$ cat src/rtl/conv_layer_seq.sv
// Layer sequencer: time-shares one 9x9 convolution engine across NUM_CH output
// channels, streaming the input map from RAM and scattering results per channel.
`timescale 1ns/1ps
module conv_layer_seq #(
  parameter int DATA_W  = 16,
  parameter int NUM_IN  = 9216,
  parameter int NUM_OUT = 7744,
  parameter int NUM_CH  = 4,
  parameter int CLR_CYC = 2,
  parameter int TIMEOUT = 4096,
  parameter int IN_AW   = 14,
  parameter int OUT_AW  = 15,
  localparam int CH_W   = (NUM_CH > 1) ? $clog2(NUM_CH) : 1
) (
  input  logic                     clk_in,
  input  logic                     rst_n,
  input  logic                     go,
  output logic                     busy,
  output logic                     done,
  output logic                     err,
  output logic [CH_W-1:0]          ch_sel,
  output logic                     in_rd_en,
  output logic [IN_AW-1:0]         in_rd_addr,
  input  logic signed [DATA_W-1:0] in_rd_data,
  output logic                     conv_rst,
  output logic                     conv_start,
  output logic signed [DATA_W-1:0] conv_map_in,
  input  logic signed [DATA_W-1:0] conv_map_out,
  input  logic                     conv_save,
  output logic                     out_wr_en,
  output logic [OUT_AW-1:0]        out_wr_addr,
  output logic signed [DATA_W-1:0] out_wr_data
);

  localparam logic [2:0] S_IDLE = 3'd0;
  localparam logic [2:0] S_CLR  = 3'd1;
  localparam logic [2:0] S_RUN  = 3'd2;
  localparam logic [2:0] S_NEXT = 3'd3;
  localparam logic [2:0] S_DONE = 3'd4;

  localparam int WD_W = $clog2(TIMEOUT + 1);
  localparam int CC_W = (CLR_CYC > 1) ? $clog2(CLR_CYC) : 1;

  localparam logic [IN_AW:0]     RD_END    = (IN_AW + 1)'(NUM_IN);
  localparam logic [13:0]        WR_END    = 14'(NUM_OUT);
  localparam logic [WD_W-1:0]    WD_LAST   = WD_W'(TIMEOUT - 1);
  localparam logic [CC_W-1:0]    CC_LAST   = CC_W'(CLR_CYC - 1);
  localparam logic [CH_W-1:0]    CH_LAST   = CH_W'(NUM_CH - 1);
  localparam logic [OUT_AW-1:0]  BASE_STEP = OUT_AW'(NUM_OUT);

  logic [2:0]        r_state;
  logic [CH_W-1:0]   r_ch;
  logic              r_err;
  logic [OUT_AW-1:0] r_base;
  logic [IN_AW:0]    r_rd_cnt;
  logic [13:0]       r_wr_cnt;
  logic [WD_W-1:0]   r_wdog;
  logic [CC_W-1:0]   r_clr_cnt;
  logic              r_vld_p1;
  logic              r_started;

  logic w_run;
  logic w_wr_full;
  logic w_rd_en;
  logic w_wr_en;
  logic w_timeout;

  assign w_run     = (r_state == S_RUN);
  assign w_wr_full = (r_wr_cnt == WR_END);
  assign w_rd_en   = w_run && (r_rd_cnt < RD_END);
  assign w_wr_en   = w_run && conv_save && !w_wr_full;
  // A save in the cycle the watchdog expires still counts as progress.
  assign w_timeout = w_run && !w_wr_full && !conv_save && (r_wdog == WD_LAST);

  always_ff @(posedge clk_in) begin
    if (!rst_n) begin
      r_state   <= S_IDLE;
      r_ch      <= '0;
      r_err     <= 1'b0;
      r_base    <= '0;
      r_rd_cnt  <= '0;
      r_wr_cnt  <= '0;
      r_wdog    <= '0;
      r_clr_cnt <= '0;
      r_vld_p1  <= 1'b0;
      r_started <= 1'b0;
    end else begin
      // p0 -> p1: RAM read issued this cycle returns data next cycle
      r_vld_p1 <= w_rd_en;
      case (r_state)
        S_IDLE: begin
          if (go) begin
            r_state   <= S_CLR;
            r_ch      <= '0;
            r_err     <= 1'b0;
            r_base    <= '0;
            r_clr_cnt <= '0;
          end
        end
        S_CLR: begin
          r_rd_cnt  <= '0;
          r_wr_cnt  <= '0;
          r_wdog    <= '0;
          r_started <= 1'b0;
          if (r_clr_cnt == CC_LAST) r_state <= S_RUN;
          else                      r_clr_cnt <= r_clr_cnt + 1'b1;
        end
        S_RUN: begin
          r_started <= 1'b1;
          if (w_rd_en) r_rd_cnt <= r_rd_cnt + 1'b1;
          if (w_wr_en) r_wr_cnt <= r_wr_cnt + 1'b1;
          r_wdog <= conv_save ? '0 : r_wdog + 1'b1;
          if (w_wr_full) begin
            r_state <= S_NEXT;
          end else if (w_timeout) begin
            r_err   <= 1'b1;
            r_state <= S_DONE;
          end
        end
        S_NEXT: begin
          r_clr_cnt <= '0;
          if (r_ch == CH_LAST) begin
            r_state <= S_DONE;
          end else begin
            r_ch    <= r_ch + 1'b1;
            r_base  <= r_base + BASE_STEP;
            r_state <= S_CLR;
          end
        end
        S_DONE:  r_state <= S_IDLE;
        default: r_state <= S_IDLE;
      endcase
    end
  end

  assign busy        = (r_state != S_IDLE);
  assign done        = (r_state == S_DONE);
  assign err         = r_err;
  assign ch_sel      = r_ch;
  assign in_rd_en    = w_rd_en;
  assign in_rd_addr  = w_rd_en ? r_rd_cnt[IN_AW-1:0] : '0;
  assign conv_rst    = (r_state == S_IDLE) || (r_state == S_CLR) || (r_state == S_DONE);
  // Engine runs from the first returned pixel until the last result lands, zero-fed past the map end.
  assign conv_start  = w_run && r_started && !w_wr_full;
  assign conv_map_in = r_vld_p1 ? in_rd_data : '0;
  assign out_wr_en   = w_wr_en;
  assign out_wr_addr = r_base + OUT_AW'(r_wr_cnt);
  assign out_wr_data = w_wr_en ? conv_map_out : '0;

endmodule

$ cat config.mk
export PLATFORM = sky130hd
export DESIGN_NAME = conv_layer_seq
export DESIGN_NICKNAME = d
export VERILOG_FILES = /design/src/rtl/conv_layer_seq.sv
export SDC_FILE = /design/constraint.sdc
export NUM_CORES = 1
export LEC_CHECK = 0
export BUFFER_PORTS_ARGS = -buffer_cell sky130_fd_sc_hd__clkbuf_2
export CAP_MARGIN = 20
export CORE_MARGIN = 4
export CORE_UTILIZATION = 55
export DETAILED_ROUTE_END_ITERATION = 10
export GPL_ROUTABILITY_DRIVEN = 0
export GPL_TIMING_DRIVEN = 0
export PLACE_DENSITY_LB_ADDON = 0.1
export REMOVE_ABC_BUFFERS = 1
export SLEW_MARGIN = 20
export SYNTH_ARGS = -nofsm -noshare
export SYNTH_HDL_FRONTEND = slang
export SYNTH_SLANG_ARGS = --single-unit
$ cat constraint.sdc
create_clock -name clk_in -period 3.6 [get_ports clk_in]
set_input_delay 0.72 -clock clk_in [delete_from_list [all_inputs] [get_ports clk_in]]
set_output_delay 0.72 -clock clk_in [all_outputs]
set_load 0.05 [all_outputs]
=== After elaboration in Yosys (flattened, before gate mapping) ===
Index checks and enable logic that the tools add are counted.

* $add $sub $neg: 7
* Magnitude comparators: 1
* Equality and inequality tests: 15
* Muxes and demuxes: 28
* Reductions and logical operators: 24

{| class="wikitable"
|+ Operators by type and width
! cell !! number
|-
| case mux 15 bit (2 select lines) || 2
|-
| two-way mux 15 bit || 3
|-
| two-way mux 16 bit || 2
|-
| two-way mux 14 bit || 2
|-
| case mux 14 bit (2 select lines) || 1
|-
| case mux 13 bit (2 select lines) || 1
|-
| adder 15 x 1 -> 15 bit, second input constant || 1
|-
| adder 15 x 13 -> 15 bit, second input constant || 1
|-
| adder 15 x 14 -> 15 bit || 1
|-
| < comparator 15 x 14 -> 1 bit, second input constant || 1
|-
| two-way mux 3 bit || 5
|-
| adder 14 x 1 -> 14 bit, second input constant || 1
|-
| equality test 14 x 13 -> 1 bit, second input constant || 1
|-
| adder 13 x 1 -> 13 bit, second input constant || 1
|-
| equality test 13 x 12 -> 1 bit, second input constant || 1
|-
| two-way mux 13 bit || 1
|-
| case mux 3 bit (4 select lines) || 1
|-
| logical AND 1 bit || 8
|-
| != test 2 bit, second input constant || 4
|-
| equality test 3 x 2 -> 1 bit, second input constant || 2
|-
| != test 2 x 1 -> 1 bit, second input constant || 3
|-
| AND reduction 2 bit || 3
|-
| AND reduction 3 bit || 2
|-
| nonzero test 2 bit || 3
|-
| other kinds (16) || 24
|}

* Register bits after elaboration: 66
* Output and inout port bits: 70
* Logic and storage cells: 85

=== Depth between registers and ports, before layout ===
* Depth after elaboration: 8
* Depth in mapped cells: 10
* Mapped depth without buffers: 7

=== Least setup slack after synthesis ===
Ideal clock, no wire load.

* Path type: register to output
* Start point: register r_state[1]
* End point: output port in_rd_addr[12]
* Arrival time: 2,570 ps
* Data required time: 2,880 ps
* Setup slack: 310 ps
* Stages on the path, launching flop included: 4
* Buffers on the path: 1
* Cell sequence: dfxtp_1 > clkbuf_1 > or3b_2 > nor4_1

* Cells in the longest elaborated chain, start to end: 3

{| class="wikitable"
|+ RTL lines
! element !! line !! text
|-
| start: declaration || 51 || <nowiki>logic [2:0] r_state;</nowiki>
|-
| start signal: assignment || 77 || <nowiki>r_state <= S_IDLE;</nowiki>
|-
| start signal: assignment || 93 || <nowiki>r_state <= S_CLR;</nowiki>
|-
| start signal: assignment || 105 || <nowiki>if (r_clr_cnt == CC_LAST) r_state <= S_RUN;</nowiki>
|-
| equality test 3 x 2 -> 1 bit || 68 || <nowiki>assign w_run = (r_state == S_RUN);</nowiki>
|-
| logical AND 1 bit || 70 || <nowiki>assign w_rd_en = w_run && (r_rd_cnt < RD_END);</nowiki>
|-
| two-way mux 14 bit || 141 || <nowiki>assign in_rd_addr = w_rd_en ? r_rd_cnt[IN_AW-1:0] : '0;</nowiki>
|-
| end: declaration || 23 || <nowiki>output logic [IN_AW-1:0] in_rd_addr,</nowiki>
|}

No other way between the ends.

=== Worst setup path after layout ===
* Start point: register r_wr_cnt[6]
* End point: output port conv_start

* Cells in the longest elaborated chain, start to end: 3

{| class="wikitable"
|+ RTL lines
! element !! line !! text
|-
| start: declaration || 56 || <nowiki>logic [13:0] r_wr_cnt;</nowiki>
|-
| start signal: assignment || 111 || <nowiki>if (w_wr_en) r_wr_cnt <= r_wr_cnt + 1'b1;</nowiki>
|-
| equality test 14 x 13 -> 1 bit || 69 || <nowiki>assign w_wr_full = (r_wr_cnt == WR_END);</nowiki>
|-
| zero test 1 bit || 144 || <nowiki>assign conv_start = w_run && r_started && !w_wr_full;</nowiki>
|-
| logical AND 1 bit || 144 ||
|-
| end: declaration || 26 || <nowiki>output logic conv_start,</nowiki>
|}

No other way between the ends.

==> results <==
- Across the VDD grid, the largest voltage drop is 0.385 mV.
- The startpoint identified for the worst hold timing path is r_started.
- The number of nets in the final layout is 583.
- Setup repair after global routing left no endpoint under its margin.
- The highest fanout seen on the critical path is 24.
- For this run, design rule violations remaining after detail routing come to 0.
- The number of clock buffers inserted by TritonCTS is 9.
- The worst setup slack before clock tree synthesis is 0.597 ns.
- The worst register-to-register path ends at r_wr_cnt[12].
- The number of instances on the worst hold path is 2.
- The number of antenna violations at the first check in global routing is 0.
- The post-synth design cell area is 3530 um2.
- The analysis attributes to cell leakage a power of 1.97 nW.
- For this run, the detailed router's first-pass iteration total came to 6.
- The final-report max-slew violation count is 0.
- The part of the cycle the worst path needs is 93.1%.
- The initial utilization of the core area, before any placement, comes to 58.2%.
- Cells fill 69.4% of the core in the end.
- Counting flops and latches in the post-synthesis netlist gives 60.
- The clock passes through at most 2 buffers.
- The vertical die dimension is 88.1 um.
- The worst reg-to-reg path cell count is 5.
- In this run the tightest slew margin relative to its limit is 41.3%.
- The clock arrives with 0.00919 ns of skew.
- The worst register-to-register path begins at r_wr_cnt[6].
- The remaining number of nets flagged by the antenna check after routing is 0.
- Of the total synthesized cell area, the portion taken by XOR and XNOR cells is 6.46%.
- STA classifies the critical path startpoint as a register.
- TritonCTS built the clock tree.
- The clock network latency to the later pin of the worst-skew pair is 0.33 ns.
- After synthesis, the mean cell area works out to 7.93 um2.
- The area of the core is 6060 um2.
- The H-tree was split into 3 levels.
- The type of destination of the critical path is an output port.
- The share of cells above drive strength 1 is 24.2%.
- The run finished with clean final reports.
- Setup slack on the worst reg-to-reg path comes out at 0.68 ns.
- The number of antenna diodes in the final layout is 0.
- Synthesis produced a netlist whose cell count is 445.
- Leaving out fill and tap cells, the most frequent cell in the layout is sky130_fd_sc_hd__clkbuf_2.
- For this run the aggregate overflow at the end of global routing stands at 0.
- The worst setup margin is 0.250 ns.
- Max-cap violations in this run came to 0.
- During I/O placement, the number of pins put on the boundary was 106.
- The routed wire length per instance is 14.3 um.
- The routed wire length is 8.77 mm.
- The class of the most critical hold timing path is register to register.
- The final-report hold violation count is 0.
- For this run, the top clock speed supported by timing is 0.298 GHz.
- Dividing total power by cell area gives a power density of 461 nW/um2.
- The number of global-route vias before repair is 3076.
- The simple-gate share of the synthesized area is 35.1%.
- The worst path in the final design needs a cycle of 3.35 ns, including I/O delays and setup.
- The async set-or-reset flop fraction in the synthesized netlist is 0%.
- The number of warning messages in the yosys log is 0.
- The floorplan has 28 rows.
- Relative to the synthesized area, the layout overhead comes to 19.2%.
- Summing the sequential cell areas from Yosys gives 34.1% of the chip area.
- Yosys mapped a number of flops with a built-in enable equal to 0.
- The first global-routing pass estimated 14.2 mm of wire.
- The number of setup violations in the final report is 0.
- In the synthesized netlist the dominant register cell turns out to be sky130_fd_sc_hd__dfxtp_1.
- The critical path in this run is classified as register to output port.
- The half-perimeter wire length after placement is 6.33 mm.
- The synthesized netlist devotes 14.2% of its cell area to compound gates.
- STA puts the critical path data arrival time at 2.63 ns.
- The number of gates resized after CTS is 0.
- After Yosys synthesis, full adders, half adders and majority gates account for 4.97% of the synthesized area.
- The aggregate negative setup slack is 0 ns.
- The width of the chip is 88.1 um.
- The number of buffer cells added on primary ports is 105.
- The total power of the final layout is 1.94 mW.
- The top cell types in the final layout, fill and taps aside, are 105 x sky130_fd_sc_hd__clkbuf_2, 60 x sky130_fd_sc_hd__dfxtp_1, 47 x sky130_fd_sc_hd__nor2_1, 37 x sky130_fd_sc_hd__and3_1, 35 x sky130_fd_sc_hd__nand2_1.
- The synthesized netlist contains 52 unique library cells.
- The number of DRC markers after the initial detailed-route iteration is 227.
- In the routed layout, each cell is associated on average with a via count of 5.75.
- The endpoint of the worst hold-timing path is r_started.
- The overall die area is 7760 um2.
- The overall global routing resource usage is 22.8%.
- The hold buffer count at CTS is 0.
- Clock-pin slew was measured on the worst setup and hold paths at 0.07 ns.
- The root buffer cell chosen for the clock tree is sky130_fd_sc_hd__clkbuf_8.
- The clock sink total is 60.
- The multiplexer share of the synthesized area is 0.887%.
- The final route contains 3516 vias.
- The data required time at the worst endpoint is 2.88 ns.
- Entering global routing, the biggest net connects 29 pins.
- The worst setup path startpoint is r_wr_cnt[6].
- The post-CTS repair timing setup buffer count is 0.
- After synthesis, the largest family of logic cells by area is simple AND/OR/NAND/NOR gates.
- The tightest hold path in the finished design has a slack of 0.467 ns.
- At the pin with the least slew margin, the transition time is 0.879 ns.
==> through the flow <==
step                std cells  instance area, um2
finish                    612                4210
global route              612                4210
CTS                       612                4210
detailed placement        597                4040
global placement          596                4020
floorplan                 416                3400
==> flip-flops by register name (all words and copies together) (netlist names), 2 cells and up <==
name      flops
ch_sel        2
r_wr_cnt     14
r_state       3
r_base        9
r_rd_cnt     15
r_wdog       13
==> metal layers <==
metal / global-route usage, % / up-vias / wire length [um]
li1: - / 1763 / -
met1: 29.5 / 1590 / 3850
met2: 36.8 / 144 / 3940
met3: 4.52 / 19 / 807
met4: 10.3 / 0 / 169
met5: 0 / - / 0
==> cell usage after synthesis (all sizes together) (6+ instances only) <==
cell	count	share of area, %
nor3b	6	1.4
and2	23	4.1
or4	7	1.5
and3	37	6.6
xor2	12	3.0
o21ai	17	2.4
clkbuf	23	2.4
nand3	24	3.4
or3	8	1.4
nor2b	8	1.4
buf	6	1.1
xnor2	14	3.5
ha	14	5.0
nand4	6	1.1
nand2	35	3.7
nor2	47	5.0
dfxtp	60	34
inv	7	0.75
a21oi	25	3.7
nor4	7	1.2
==> final cells by class <==
cell class,count,area [um2]
Fill cell,515,1860
Sequential cell,60,1200
Timing Repair Buffer,106,531
Inverter,7,26.3
Tap cell,75,93.8
Multi-Input combinational cell,349,2180
Clock inverter,2,10.0
Clock buffer,13,159
==> kinds of logic (layout without fill, tap and decap cells) <==
family	after synthesis	count (layout)
buf+inv	36	128
xor+xnor	26	26
simple gates	228	228
flops	60	60
compound gates	78	78
mux	3	3
fa+ha+maj	14	14
==> worst max-delay path, cell delays in order, from the launching register on <==
cell and delay, ns:
sky130_fd_sc_hd__dfxtp_1 0.45, sky130_fd_sc_hd__or4b_1 0.44, sky130_fd_sc_hd__or4_1 0.81, sky130_fd_sc_hd__and3_1 0.35, sky130_fd_sc_hd__clkbuf_2 0.24
==> power by group <==
group / total (mW) / switching (mW) / internal (mW)
Combinational: 0.639 / 0.457 / 0.182
Clock: 0.536 / 0.254 / 0.282
Sequential: 0.764 / 0.0618 / 0.702
==> how the worst max path moves through the flow <==
stage | slack [ns] | endpoint | cells past startpoint
6_report | 0.25 | conv_start | 4
3_3_place_gp | 0.14 | in_rd_en | 3
5_1_grt | 0.11 | out_wr_en | 4
2_1_floorplan | 0.44 | in_rd_addr[12] | 2
4_1_cts | 0.23 | conv_start | 4
3_5_place_dp | 0.60 | conv_start | 4
Power figures use the tool's default switching activity.
